--- config.mk ---
export PLATFORM = sky130hd
export DESIGN_NAME = sdram_read_buffer
export DESIGN_NICKNAME = d
export VERILOG_FILES = /design/src/rtl/sdram_read_buffer_pkg.sv /design/src/rtl/sdram_read_buffer_mem.sv /design/src/rtl/sdram_read_buffer.sv
export SDC_FILE = /design/constraint.sdc
export NUM_CORES = 1
export LEC_CHECK = 0
export CAP_MARGIN = 20
export CORE_ASPECT_RATIO = 0.75
export CORE_MARGIN = 2
export CORE_UTILIZATION = 54
export CTS_CLUSTER_SIZE = 8
export DETAILED_ROUTE_END_ITERATION = 8
export GPL_ROUTABILITY_DRIVEN = 0
export PLACE_DENSITY = 0.81
export SLEW_MARGIN = 5
export SYNTH_ARGS = -nofsm -noshare
export SYNTH_HDL_FRONTEND = slang
export SYNTH_SLANG_ARGS = --single-unit
--- constraint.sdc ---
create_clock -name clk -period 5.8 [get_ports clk]
set_input_delay 0.87 -clock clk [delete_from_list [all_inputs] [get_ports clk]]
set_output_delay 0.87 -clock clk [all_outputs]
set_load 0.02 [all_outputs]
--- src/rtl/sdram_read_buffer_pkg.sv ---
// Shared SDRAM constants: data/count widths and burst tracker state encodings.
package sdram_read_buffer_pkg;

    localparam int SDRAM_FIFO_WIDTH  = 32;
    localparam int SDRAM_COUNT_WIDTH = 24;

    typedef enum logic {
        IDLE = 1'b0,
        BUSY = 1'b1
    } trk_state_e;

endpackage

--- src/rtl/sdram_read_buffer_mem.sv ---
// Simple dual-port word store with a registered read port. The read register
// samples the old contents when reading and writing the same slot in one cycle.
module sdram_buffer_mem
    import sdram_read_buffer_pkg::*;
#(
    parameter int ADDR_W = 4,
    parameter int DATA_W = SDRAM_FIFO_WIDTH
) (
    input  logic              clk,
    input  logic              rst_n,
    input  logic              we_i,
    input  logic [ADDR_W-1:0] waddr_i,
    input  logic [DATA_W-1:0] wdata_i,
    input  logic              re_i,
    input  logic [ADDR_W-1:0] raddr_i,
    output logic [DATA_W-1:0] rdata_o
);

    logic [DATA_W-1:0] mem_q [2**ADDR_W];
    logic [DATA_W-1:0] rdata_q;

    // Array write port; contents are never reset, only the pointers are.
    always_ff @(posedge clk) begin
        if (we_i) begin
            mem_q[waddr_i] <= wdata_i;
        end
    end

    // Registered read port; holds the last delivered word between reads.
    always_ff @(posedge clk) begin
        if (!rst_n) begin
            rdata_q <= '0;
        end else if (re_i) begin
            rdata_q <= mem_q[raddr_i];
        end
    end

    assign rdata_o = rdata_q;

endmodule

--- src/rtl/sdram_read_buffer.sv ---
// Read-data buffer between the SDRAM read sequencer and the bus-side read
// logic: early almost-full back-pressure, sticky overflow and a burst tracker.
module sdram_read_buffer
    import sdram_read_buffer_pkg::*;
#(
    parameter int DEPTH_LOG2  = 4,
    parameter int FULL_MARGIN = 4
) (
    input  logic                         clk,
    input  logic                         rst_n,
    input  logic                         fifo_wr,
    input  logic [SDRAM_FIFO_WIDTH-1:0]  fifo_data,
    output logic                         fifo_full,
    input  logic                         expect_load,
    input  logic [SDRAM_COUNT_WIDTH-1:0] expect_count,
    input  logic                         rd_stb,
    output logic [SDRAM_FIFO_WIDTH-1:0]  rd_data,
    output logic                         rd_ack,
    input  logic                         flush,
    output logic [DEPTH_LOG2:0]          level,
    output logic                         done,
    output logic                         overflow
);

    localparam int PW    = DEPTH_LOG2 + 1;
    localparam int DEPTH = 1 << DEPTH_LOG2;
    localparam logic [PW-1:0] DEPTH_LVL = PW'(DEPTH);
    localparam logic [PW-1:0] FULL_LVL  = PW'(DEPTH - FULL_MARGIN);
    localparam logic [SDRAM_COUNT_WIDTH-1:0] CNT_ONE = SDRAM_COUNT_WIDTH'(1);

    logic [PW-1:0] wr_ptr_q, wr_ptr_d;
    logic [PW-1:0] rd_ptr_q, rd_ptr_d;
    logic [PW-1:0] level_cur, level_d;
    logic          empty, pop, push, drop;
    logic          fifo_full_q, rd_ack_q, overflow_q, overflow_d;

    trk_state_e                   state_q;
    logic [SDRAM_COUNT_WIDTH-1:0] remaining_q;
    logic                         done_q;

    // Next-state pointer/flag logic; flush overrides any concurrent write or read.
    always_comb begin
        level_cur  = wr_ptr_q - rd_ptr_q;
        empty      = (wr_ptr_q == rd_ptr_q);
        pop        = rd_stb && !empty && !flush;
        // A pop frees a slot in the same cycle, so a full buffer still accepts.
        push       = fifo_wr && !flush && ((level_cur < DEPTH_LVL) || pop);
        drop       = fifo_wr && !flush && !push;
        wr_ptr_d   = flush ? '0 : wr_ptr_q + {{(PW-1){1'b0}}, push};
        rd_ptr_d   = flush ? '0 : rd_ptr_q + {{(PW-1){1'b0}}, pop};
        level_d    = wr_ptr_d - rd_ptr_d;
        overflow_d = flush ? 1'b0 : (overflow_q | drop);
    end

    // Pointer and status registers; fifo_full uses the post-update level.
    always_ff @(posedge clk) begin
        if (!rst_n) begin
            wr_ptr_q    <= '0;
            rd_ptr_q    <= '0;
            fifo_full_q <= 1'b0;
            rd_ack_q    <= 1'b0;
            overflow_q  <= 1'b0;
        end else begin
            wr_ptr_q    <= wr_ptr_d;
            rd_ptr_q    <= rd_ptr_d;
            fifo_full_q <= (level_d >= FULL_LVL);
            rd_ack_q    <= pop;
            overflow_q  <= overflow_d;
        end
    end

    // Burst tracker: a reload wins over a same-cycle pop; remaining floors at 0.
    always_ff @(posedge clk) begin
        if (!rst_n || flush) begin
            state_q     <= IDLE;
            remaining_q <= '0;
            done_q      <= 1'b1;
        end else if (expect_load) begin
            remaining_q <= expect_count;
            if (expect_count != '0) begin
                state_q <= BUSY;
                done_q  <= 1'b0;
            end else begin
                state_q <= IDLE;
                done_q  <= 1'b1;
            end
        end else if (pop) begin
            if (remaining_q != '0) begin
                remaining_q <= remaining_q - CNT_ONE;
            end
            if (state_q == BUSY && remaining_q == CNT_ONE) begin
                state_q <= IDLE;
                done_q  <= 1'b1;
            end
        end
    end

    sdram_buffer_mem #(
        .ADDR_W (DEPTH_LOG2),
        .DATA_W (SDRAM_FIFO_WIDTH)
    ) u_mem (
        .clk     (clk),
        .rst_n   (rst_n),
        .we_i    (push),
        .waddr_i (wr_ptr_q[DEPTH_LOG2-1:0]),
        .wdata_i (fifo_data),
        .re_i    (pop),
        .raddr_i (rd_ptr_q[DEPTH_LOG2-1:0]),
        .rdata_o (rd_data)
    );

    assign fifo_full = fifo_full_q;
    assign rd_ack    = rd_ack_q;
    assign overflow  = overflow_q;
    assign level     = level_cur;
    assign done      = done_q;

endmodule

==> metrics <==
status finished, final reports clean; fmax 199 MHz; synth warn 0; CP max stage delay 0.92 ns; placed instance area 24,900 um2; die area 44,400 um2; vias in the first global route 13,900; placed cells 1,982; layout cells sized above 1 0.179; Area Growth Syn to Fin 18.8%; Top Usage Layer GRT met2; Resized cells post-CTS 0; RSZ-0062 raised after global routing no; Worst path slowest cell o31ai_4; crit end category flop; Worst-Margin Slew 1.12 ns; Die Height 183 um; largest net degree at the start of global routing 67; fin crit period 5.02 ns; layout net count 1,580; Synth Net Count 1,434; Post-Syn Instances 1,356; sequential fraction of the synthesis area 0.728; DRT iter0 DRCs 1,721; Fillers 2,818; crit path DAT 5.51 ns; GR Util met1 0.355; Ant. Diodes 0; Max Slew Vio Count 0; H-tree depth 3; antenna violations before repair 1; IO Pins 103; Starting Density 0.548; CTS tree done; Hold Vio Cnt, Final 0; fin cells 2,132; Power Total 9290 uW; via/cell ratio 6.34; wire per inst 26.1 um; post-route design area 27,400 um2; Final ANT Viol Nets 0; Cell variety after synth 52; Max VDD drop 0.295 mV; clk_skew 0.0237 ns; grt total ovfl 0; Data required, critical path 6.29 ns; # hold bufs at CTS 0; TritonCTS Buffers 82; async set-reset flop share out of synthesis 0; Post-synth EDFFs 512; global-route met3 utilization 0.0530; Final setup viols 0; crit path buf inv count 3; main flop type after synthesis edfxtp_1; Synth Register Bits 583; drt pass-1 iters 5; core area 42,100 um2; DP HPWL 29,200 um; # DRC 0; most frequent cells in the layout edfxtp_1, o21ai_0, clkdlybuf4s50_1; met2 Use GR 0.396; Clk Latency, worst-skew pair 0.61 ns; routed wire length 55,700 um; family with the most delay on the worst path compound AO/OA/AOI/OAI gates; Port Buf Inserts 102; Max-Cap Viols 0; Tcrit/Tclk final 0.865; postcts setup bufs 0; FP Rows 65; gr usage total 0.253; Power Density 339 nW/um2; Slew headroom 0.247; DR vias 13,500; Core Util, Final 0.651; synthesized area 23,100 um2; crit path cell chain inv_1, buf_4, ha_1, nor2b_1, o21ai_0, a21oi_1, o31ai_4, inv_1, ha_1, ha_1, nor2b_1, fa_1, a21o_1, a21oi_1, xor2_1, nor2_1, a221o_1; Die Span X 243 um; clk slew on worst S/H paths 0.05 ns; first-pass GRT wire length 83,900 um; Storage cell area 16,800 um2; critical path class reg2reg; Setup crit start kind flop; Avg Cell Area, Syn 17.0 um2; CP dominant cell by count ha_1; # clock sinks 583; multi-input logic area 6020 um2; clock root buffer clkbuf_16; Hold Path Class reg2reg; Critical Path Fanout Max 33; TNS Setup 0 ns; Pleak 0.00854 uW; most common cell after layout, fill and taps aside edfxtp_1; clk buf depth 3
[flip-flops by register name, indices dropped and copies added (netlist names)]
signal,cells
rd_ptr_q,5
remaining_q,24
u_mem.mem_q,512
overflow,1
fifo_full,1
u_mem.rdata_o,32
wr_ptr_q,5
state_q,1
rd_ack,1
done,1
[synthesized netlist by cell type, drive strengths merged, types with 3 or more instances]
master / number / area (um2)
a211oi: 15 / 118
a21o: 5 / 37.5
a21oi: 65 / 329
a221oi: 40 / 350
and2: 5 / 31.3
and4: 12 / 105
buf: 19 / 87.6
clkbuf: 62 / 233
dfxtp: 71 / 1420
edfxtp: 512 / 15400
ha: 14 / 175
inv: 16 / 60.1
mux2: 48 / 541
mux2i: 81 / 811
mux4: 64 / 1440
nand2: 12 / 45.0
nand2b: 7 / 43.8
nand3: 4 / 20.0
nand4: 4 / 25.0
nor2: 21 / 78.8
nor2b: 7 / 43.8
nor3: 34 / 190
nor4: 21 / 168
o2111ai: 3 / 26.3
o21ai: 131 / 656
o21bai: 8 / 60.1
o22ai: 24 / 150
o31ai: 4 / 30.0
or3: 5 / 31.3
or4: 5 / 41.3
xnor2: 14 / 123
xor2: 6 / 60.1
[cell families (layout without fill, tap and decap cells)]
group           Yosys count  in the layout  share of synthesized area
compound gates          303            303                     0.0791
xor+xnor                 20             20                    0.00792
fa+ha+maj                16             16                    0.00933
buf+inv                  98            305                     0.0166
flops                   583            583                      0.728
mux                     193            193                      0.121
simple gates            143            143                     0.0382
[final timing paths]
check                        from         endpoint  slack (ns)  depth (start not counted)
setup reg to reg      rd_ptr_q[2]        fifo_full        0.78                         17
hold / removal    remaining_q[23]  remaining_q[23]        0.50                          2
hold reg to reg   remaining_q[23]  remaining_q[23]        0.50                          2
setup / recovery      rd_ptr_q[2]        fifo_full        0.78                         17
[per-stage QoR]
step,worst slack [ns],hold slack [ns]
6_report,0.784,0.505
5_1_grt,0.464,0.530
3_3_place_gp,1.05,0.482
2_1_floorplan,0.0653,0.465
4_1_cts,0.860,0.502
3_5_place_dp,0.934,0.492
[worst min-delay path: cells and delay by family (launching register included)]
family             cells  cell delay [ns]
AOI/OAI and AO/OA      2             0.14
DFF                    1             0.32
[area by class of cell]
class / count / area share
Clock buffer: 141 / 0.0845
Tap cell: 569 / 0.0260
Inverter: 17 / 0.00233
Clock inverter: 4 / 0.00237
Multi-Input combinational cell: 675 / 0.219
Timing Repair Buffer: 143 / 0.0526
Sequential cell: 583 / 0.613
[metal layers]
layer	part of all wire	vias up
met1	0.41	6877
met4	0.027	2
met2	0.47	718
met3	0.091	119
li1	-	5803
met5	0.00023	-
[where the power goes]
part / switching [uW] / leakage (uW) / internal, uW
clock: 1720 / 0.00113 / 2690
combinational: 162 / 0.00221 / 101
sequential: 19.1 / 0.00519 / 4600
total: 1900 / 0.00854 / 7390
Note: power is estimated with default switching activity, not from simulation.
